**src/rtl/toysram_pkg.sv**
```systemverilog
// Shared types and constants for the 2R1W register-file macro.
package toysram_pkg;

  typedef enum logic {
    ST_INIT = 1'b0,
    ST_RUN  = 1'b1
  } rf_state_e;

  localparam int unsigned INIT_VAL_DEFAULT = 0;

  // Address width for a given depth; never narrower than one bit.
  function automatic int calc_aw(input int words);
    return (words <= 2) ? 1 : $clog2(words);
  endfunction

endpackage

```
**src/rtl/toysram_rf_rdport.sv**
```systemverilog
// One registered read port: range check, word select, write bypass, output register.
module toysram_rf_rdport
  import toysram_pkg::*;
#(
  parameter int WORDS  = 16,
  parameter int BITS   = 12,
  parameter bit BYPASS = 1'b1,
  localparam int AW    = calc_aw(WORDS)
) (
  input  logic            clk,
  input  logic            rst_n,
  input  logic            run_i,
  input  logic            en_i,
  input  logic [AW-1:0]   addr_i,
  input  logic [BITS-1:0] mem_i [WORDS],
  input  logic            wr_ok_i,
  input  logic [AW-1:0]   wr_addr_i,
  input  logic [BITS-1:0] wr_data_i,
  output logic [BITS-1:0] data_o,
  output logic            oob_o
);

  // Compare one bit wider than the address so WORDS = 2**AW still fits.
  localparam logic [AW:0] WORDS_EXT = (AW+1)'(WORDS);

  logic            oob;
  logic [BITS-1:0] word_sel;
  logic [BITS-1:0] data_d;
  logic [BITS-1:0] data_q;

  assign oob   = ({1'b0, addr_i} >= WORDS_EXT);
  assign oob_o = en_i && oob;

  // Word select by explicit compare so out-of-range addresses never index the array.
  always_comb begin
    word_sel = '0;
    for (int i = 0; i < WORDS; i++) begin
      if (addr_i == AW'(i)) word_sel = mem_i[i];
    end
  end

  // Next read value: zero when out of range, optionally the in-flight write data.
  always_comb begin
    data_d = word_sel;
    if (oob) begin
      data_d = '0;
    end else if (BYPASS && wr_ok_i && (wr_addr_i == addr_i)) begin
      data_d = wr_data_i;
    end
  end

  // Output register only loads on an enabled read while the array is live.
  always_ff @(posedge clk or negedge rst_n) begin
    if (!rst_n) begin
      data_q <= '0;
    end else if (run_i && en_i) begin
      data_q <= data_d;
    end
  end

  assign data_o = data_q;

endmodule

```
**src/rtl/toysram_rf_2r1w.sv**
```systemverilog
// 2-read/1-write flop register file with post-reset hardware clear and sticky error flags.
module toysram_rf_2r1w
  import toysram_pkg::*;
#(
  parameter int WORDS                = 16,
  parameter int BITS                 = 12,
  parameter bit BYPASS               = 1'b1,
  parameter logic [BITS-1:0] INIT_VAL = BITS'(INIT_VAL_DEFAULT),
  localparam int AW                  = calc_aw(WORDS)
) (
  input  logic            clk,
  input  logic            rst_n,
  input  logic            rd0_en,
  input  logic [AW-1:0]   rd0_addr,
  output logic [BITS-1:0] rd0_data,
  input  logic            rd1_en,
  input  logic [AW-1:0]   rd1_addr,
  output logic [BITS-1:0] rd1_data,
  input  logic            wr_en,
  input  logic [AW-1:0]   wr_addr,
  input  logic [BITS-1:0] wr_data,
  output logic            ready,
  output logic            err_addr,
  output logic            err_busy,
  input  logic            err_clr
);

  // state   | meaning
  // ST_INIT | clear sequence writing INIT_VAL to word[cnt], ports refused
  // ST_RUN  | normal operation, terminal until reset

  localparam logic [AW:0]   WORDS_EXT = (AW+1)'(WORDS);
  localparam logic [AW-1:0] CNT_LAST  = AW'(WORDS - 1);

  rf_state_e       state_q, state_d;
  logic [AW-1:0]   cnt_q, cnt_d;
  logic [BITS-1:0] mem_q [WORDS];

  logic            run;
  logic            wr_oob;
  logic            wr_ok;
  logic            mem_we;
  logic [AW-1:0]   mem_waddr;
  logic [BITS-1:0] mem_wdata;
  logic            rd0_oob, rd1_oob;
  logic            addr_set, busy_set;
  logic            err_addr_q, err_addr_d;
  logic            err_busy_q, err_busy_d;

  assign run    = (state_q == ST_RUN);
  assign wr_oob = ({1'b0, wr_addr} >= WORDS_EXT);
  assign wr_ok  = run && wr_en && !wr_oob;

  // Clear sequence walks the counter once, then parks in RUN.
  always_comb begin
    state_d = state_q;
    cnt_d   = cnt_q;
    case (state_q)
      ST_INIT: begin
        if (cnt_q == CNT_LAST) begin
          state_d = ST_RUN;
        end else begin
          cnt_d = cnt_q + AW'(1);
        end
      end
      ST_RUN:  state_d = ST_RUN;
      default: state_d = ST_INIT;
    endcase
  end

  // FSM and clear-counter registers.
  always_ff @(posedge clk or negedge rst_n) begin
    if (!rst_n) begin
      state_q <= ST_INIT;
      cnt_q   <= '0;
    end else begin
      state_q <= state_d;
      cnt_q   <= cnt_d;
    end
  end

  // Single array write port shared by the clear sequence and the user port.
  always_comb begin
    mem_we    = wr_ok;
    mem_waddr = wr_addr;
    mem_wdata = wr_data;
    if (!run) begin
      mem_we    = 1'b1;
      mem_waddr = cnt_q;
      mem_wdata = INIT_VAL;
    end
  end

  // Array storage; contents are established by the clear sequence, not by reset.
  always_ff @(posedge clk) begin
    for (int i = 0; i < WORDS; i++) begin
      if (mem_we && (mem_waddr == AW'(i))) mem_q[i] <= mem_wdata;
    end
  end

  toysram_rf_rdport #(
    .WORDS  (WORDS),
    .BITS   (BITS),
    .BYPASS (BYPASS)
  ) u_rd0 (
    .clk       (clk),
    .rst_n     (rst_n),
    .run_i     (run),
    .en_i      (rd0_en),
    .addr_i    (rd0_addr),
    .mem_i     (mem_q),
    .wr_ok_i   (wr_ok),
    .wr_addr_i (wr_addr),
    .wr_data_i (wr_data),
    .data_o    (rd0_data),
    .oob_o     (rd0_oob)
  );

  toysram_rf_rdport #(
    .WORDS  (WORDS),
    .BITS   (BITS),
    .BYPASS (BYPASS)
  ) u_rd1 (
    .clk       (clk),
    .rst_n     (rst_n),
    .run_i     (run),
    .en_i      (rd1_en),
    .addr_i    (rd1_addr),
    .mem_i     (mem_q),
    .wr_ok_i   (wr_ok),
    .wr_addr_i (wr_addr),
    .wr_data_i (wr_data),
    .data_o    (rd1_data),
    .oob_o     (rd1_oob)
  );

  assign addr_set = rd0_oob || rd1_oob || (wr_en && wr_oob);
  assign busy_set = !run && (rd0_en || rd1_en || wr_en);

  // Sticky flags: a set in the same cycle as err_clr wins.
  always_comb begin
    err_addr_d = addr_set || (err_addr_q && !err_clr);
    err_busy_d = busy_set || (err_busy_q && !err_clr);
  end

  // Error flag registers.
  always_ff @(posedge clk or negedge rst_n) begin
    if (!rst_n) begin
      err_addr_q <= 1'b0;
      err_busy_q <= 1'b0;
    end else begin
      err_addr_q <= err_addr_d;
      err_busy_q <= err_busy_d;
    end
  end

  assign ready    = run;
  assign err_addr = err_addr_q;
  assign err_busy = err_busy_q;

endmodule

```
**config.mk**
```make
export PLATFORM = sky130hd
export DESIGN_NAME = toysram_rf_2r1w
export DESIGN_NICKNAME = d
export VERILOG_FILES = /design/src/rtl/toysram_pkg.sv /design/src/rtl/toysram_rf_rdport.sv /design/src/rtl/toysram_rf_2r1w.sv
export SDC_FILE = /design/constraint.sdc
export NUM_CORES = 1
export LEC_CHECK = 0
export CORE_UTILIZATION = 50
export CTS_BUF_LIST = sky130_fd_sc_hd__clkbuf_2 sky130_fd_sc_hd__clkbuf_4 sky130_fd_sc_hd__clkbuf_8
export CTS_CLUSTER_SIZE = 14
export DETAILED_ROUTE_END_ITERATION = 7
export GPL_ROUTABILITY_DRIVEN = 1
export GPL_TIMING_DRIVEN = 0
export MAX_ROUTING_LAYER = met4
export PLACE_DENSITY = 0.68
export SLEW_MARGIN = 20
export SYNTH_ARGS = -nofsm -noshare
export SYNTH_HDL_FRONTEND = slang
export SYNTH_SLANG_ARGS = --single-unit
```
**constraint.sdc**
```tcl
create_clock -name clk -period 4.7 [get_ports clk]
set_input_delay 0.47 -clock clk [delete_from_list [all_inputs] [get_ports clk]]
set_output_delay 0.47 -clock clk [all_outputs]
set_load 0.01 [all_outputs]
```
==> run metrics <==
clock sink count=about 220; Worst path max stage delay=around 1.0 ns; core area=between 20,000 and 25,000 um^2; CP Launch Type=input pin; synthesized area=11,460 um^2; vias in the first global route=between 9,000 and 10,000; most used cell, CP=buf_6; Final Critical Period=approximately 3.2 ns; grt ovf=0; Finished Cell Area=around 13,000 um^2; R2R setup slack=a little under 2 ns; crit-path leading delay family=compound AO/OA/AOI/OAI gates; critical path type=in -> reg; GPL Wtd Cong=just over 1; Root Buffer=clkbuf_8; WL met3=around 6000 um; critical-path cell list=clkdlybuf4s50_1 > buf_6 > buf_6 > nor2b_1 > o2bb2ai_1 > a21oi_1 > a311oi_1 > o21ai_0 > a31oi_1; Static Leak=roughly 0.0046 uW; CP arrival=roughly 3.7 ns; slowest CP cell=nor2b_1; post-synthesis cell count=roughly 960; I/O Pins=57; most frequent cells in the layout=192 x edfxtp_1, 73 x o21ai_0, 64 x nor2_1; Worst-Skew Late Latency=about 0.56 ns; initial core utilization=between 50% and 60%; syn_area_per_cell=between 10 and 15 um^2; initial antenna violation count=0; FF+latch area=approximately 6500 um^2; critical path endpoint=u_rd0.data_o[2]$_DFFE_PN0P_; WP buf/inv=3; post-CTS sizing=0; final hold vios=0; CTS clk-pin slew, worst paths=roughly 0.060 ns; vias per inst=between 6 and 7; pin count of the biggest net entering global routing=32; Top FF cell, synth=edfxtp_1; synthesis warning total=0; max_slew headroom=approximately an eighth; DR iter-0 viols=1,826; CP Max Fanout=10; Hold Buf Count CTS=1; WL/cell=between 30 and 40 um; number of flops mapped to enable cells by yosys=roughly 190; DPL Wire Length=a little over 30,000 um; flops & latches, synth=between 200 and 250; die width=approximately 150 um; worst flop-to-flop path startpoint=ready$_DFF_PN0_; CTS buffer count=40; M1 wire length=16,970 um; max cap viols=0; FP Rows=between 50 and 60; status=complete, no violations; hold crit path type=reg -> reg; routed length on met2=18,550 um; synth unique cells=62; H-tree levels=2; postcts setup bufs=0; share of layout cells above drive strength 1=16.15%; gr usage total=between 30% and 40%; final setup TNS=0 ns; CTS tree=built; Critical Path RT=between 5 and 6 ns; Synth async-reset ratio=about 14%; final wirelength=between 40,000 and 50,000 um; Antenna Nets Post-Route=0; sequential area share after synthesis=a little under three fifths; TritonRoute pass-1 iters=6; Final #Nets=1,090; Hold Slack=a little under 0.5 ns; commonest non-fill, non-tap cell in the layout=edfxtp_1; total number of vias=9,565; maximum vdd drop=~0.00027 V; antenna cells=0; Post-Place Cell Area=between 10,000 and 15,000 um^2; Max Freq=~310 MHz; top routing layer used=met4; Multi-input gate area=between 4000 and 5000 um^2; die footprint=around 24,000 um^2; Power Density=approximately 360 nW/um^2; Pwr Total=4707 uW; Mapped Nets=990; pin slew with the least headroom to its limit=~1.3 ns; # fillers=~1,900; Slew Viols, Final=0; CP startpoint=rd0_addr[0]; DIE HEIGHT=~150 um; clock buffer depth=3; number of port buffers=51; RSZ-0062 raised after global routing=no; worst r2r dst=mem_q[154]$_DFFE_PP_; final setup fails=0; Layout Skew=about 0.015 ns; area growth from synthesis to layout=15.58%; Critical Path Sink Type=flip-flop; WP depth=9; Final period util=~70%; Residual DRC=0; first-pass GRT wire length=approximately 63,000 um; R2R cell count=4
[cell usage after synthesis, drive strengths merged, types with 11 or more instances]
cell type  instances  area [um^2]
nor3              23        115.1
o21ai             73        365.4
mux2i             53        530.5
o211ai            13        97.59
dfrtp             31        775.7
and2              15        93.84
a211oi            16        120.1
edfxtp           192         5766
nor2b             15        93.84
nand2             53        198.9
mux2              23        259.0
o22ai             29        181.4
o221ai            20        175.2
nand2b            19        118.9
clkbuf            29        108.9
inv               15        56.30
a21oi             63        315.3
buf               44        270.3
and3              11        68.82
mux4              22        495.5
nor2              80        300.3
[how the worst min path moves through the flow]
| stage | startpoint | slack [ns] | cells after the start | endpoint |
|---|---|---|---|---|
| final | u_rd1.data_o[6]$_DFFE_PN0P_ | 0.49 | 2 | u_rd1.data_o[6]$_DFFE_PN0P_ |
| after global routing | u_rd1.data_o[6]$_DFFE_PN0P_ | 0.49 | 2 | u_rd1.data_o[6]$_DFFE_PN0P_ |
| after CTS | u_rd1.data_o[6]$_DFFE_PN0P_ | 0.49 | 2 | u_rd1.data_o[6]$_DFFE_PN0P_ |
| after detailed placement | u_rd1.data_o[6]$_DFFE_PN0P_ | 0.47 | 2 | u_rd1.data_o[6]$_DFFE_PN0P_ |
| after global placement | u_rd0.data_o[8]$_DFFE_PN0P_ | 0.48 | 2 | u_rd0.data_o[8]$_DFFE_PN0P_ |
| after floorplan | rst_n | 0.17 | 0 | cnt_q[0]$_DFFE_PN0P_ |
[tightest hold or removal path: stages (launching register included)]
cell and delay [ns]:
dfrtp_1 0.34, nand2_1 0.06, o41ai_1 0.05
[area by class of cell]
| class | count | area share [%] |
|---|---|---|
| buffer | 73 | 2.862 |
| clock buffer | 51 | 4.780 |
| clock inverter | 22 | 1.275 |
| inverter | 15 | 0.4251 |
| multi-input combinational | 648 | 34.15 |
| sequential | 223 | 49.39 |
| tap | 285 | 2.692 |
| timing repair buffer | 58 | 4.430 |
[layer usage]
layer | GRT usage, % | vias to the layer above
met3 | 10.55 | 166
li1 | - | 3950
met1 | 51.46 | 4605
met4 | 15.33 | 0
met5 | - | -
met2 | 55.77 | 844
[state kept, by name, indices dropped and copies added (netlist names)]
| register | flops |
|---|---|
| mem_q | 192 |
| u_rd0.data_o | 12 |
| err_busy | 1 |
| cnt_q | 4 |
| u_rd1.data_o | 12 |
| err_addr | 1 |
| ready | 1 |
[where the power goes]
group,leakage [uW],switching (uW),internal (uW)
Clock,0.000418,860,1010
Sequential,0.00210,19.5,2190
Combinational,0.00205,404,223
Total,0.00456,1280,3420
[kinds of logic after synthesis]
logic type / synth area share [%]
AND/OR/NAND/NOR: 10.34
buffers and inverters: 3.799
adder cells (fa/ha/maj): 0.1965
flip-flops: 57.08
multiplexers: 11.21
XOR/XNOR: 0.7643
AO/OA/AOI/OAI: 16.61
[through the flow]
stage,worst slack [ns],util (%),std cells
6_report,1.460,58.68,1375
3_3_place_gp,1.290,54.61,1295
5_1_grt,1.540,58.68,1375
2_1_floorplan,2.544,-,959
4_1_cts,1.840,58.68,1375
3_5_place_dp,1.275,55.08,1301
Note: power is estimated with default switching activity, not from simulation.
==> variant: new RTL, same flow settings <==
Register the output `err_addr` once more; this adds one clock of latency there. The other outputs are not delayed to match.
--- a/src/rtl/toysram_rf_2r1w.sv
+++ b/src/rtl/toysram_rf_2r1w.sv
@@ -157,3 +157,5 @@
   assign ready    = run;
-  assign err_addr = err_addr_q;
+  always_ff @(posedge clk) begin
+    err_addr <= err_addr_q;
+  end
   assign err_busy = err_busy_q;
Formal check against the unedited RTL: same outputs for any inputs over 10 cycles, from zero or initial values and one cycle with rst_n low; that may be too few to reach the edited logic, so the function may still have changed.
==> variant against the unedited design <==
Cell area fell by 0.10%; worst setup slack improved by 0.092 ns; sequential cell count rose by 1; synthesized area rose by 0.17%; first-iteration DRC count fell by 10%; die area rose by 0.18%; final cell count fell by 0.29%; total power fell by 0.31%; wire length fell by 2.3%.
==> variant: results <==
{
  "status": "complete, no violations",
  "worst_pin_slew_ns": 1.14,
  "wl_met2_um": 18000,
  "synth_fa_ha_area_share_pct": 0.196,
  "p_switching_w": 0.00125,
  "gp_congestion": 1.04,
  "timing.reg2reg.setup_slack_ns": 1.87,
  "dpl.hpwl_um": 29400,
  "via_per_inst": 7.00,
  "synth_cells": 960,
  "synth-compound-area-share_pct": 16.6,
  "grt_pass1_wl_um": 61500,
  "grt_pass1_vias": 9071,
  "met2_usage_pct": 53.6,
  "wl_met1_um": 15800,
  "clock-skew-final_ns": 0.0134,
  "synthMuxAreaShare_pct": 11.2,
  "worstReg2RegEnd": "mem_q[97]$_DFFE_PP_",
  "yosysSeqAreaShare_pct": 57.2,
  "dp_cells": 1299,
  "first_iter_violations": 1643,
  "slowest_delay_ns": 0.90,
  "min_to": "err_addr$_DFF_P_",
  "routed_wl_um": 42400,
  "seqPwrFrac_pct": 47.3,
  "grt_usage_pct": 37.5,
  "yosys.cell_types.count": 63,
  "use_met3_pct": 11.8,
  "synth_nets": 991
}
## variant: stage by stage
step | area [µm²] | power, W | setup WS [ns]
3_5_place_dp | 12400 | 0.00285 | 1.27
6_report | 13200 | 0.00469 | 1.55
2_1_floorplan | 11500 | 0.00258 | 2.54
3_3_place_gp | 12300 | 0.00285 | 1.22
4_1_cts | 13200 | 0.00466 | 1.71
5_1_grt | 13200 | 0.00479 | 1.65
## variant: layout make-up
class | count | area, µm² | share of cell area, %
clock inverter | 16 | 97.6 | 0.738
tap | 285 | 357 | 2.70
buffer | 73 | 379 | 2.87
inverter | 15 | 56.3 | 0.426
timing repair buffer | 55 | 557 | 4.21
clock buffer | 55 | 701 | 5.30
sequential | 224 | 6560 | 49.6
multi-input combinational | 648 | 4520 | 34.2
## variant: worst max-delay path: cells and delay by family
kind / cells / cell delay (ns)
buf+inv: 3 / 0.99
simple gates: 1 / 0.90
compound gates: 5 / 1.23
## variant: timing repair
action	in CTS	in global routing
hold buffers	1	0
setup buffers	0	0
endpoints found under the hold margin	29	0
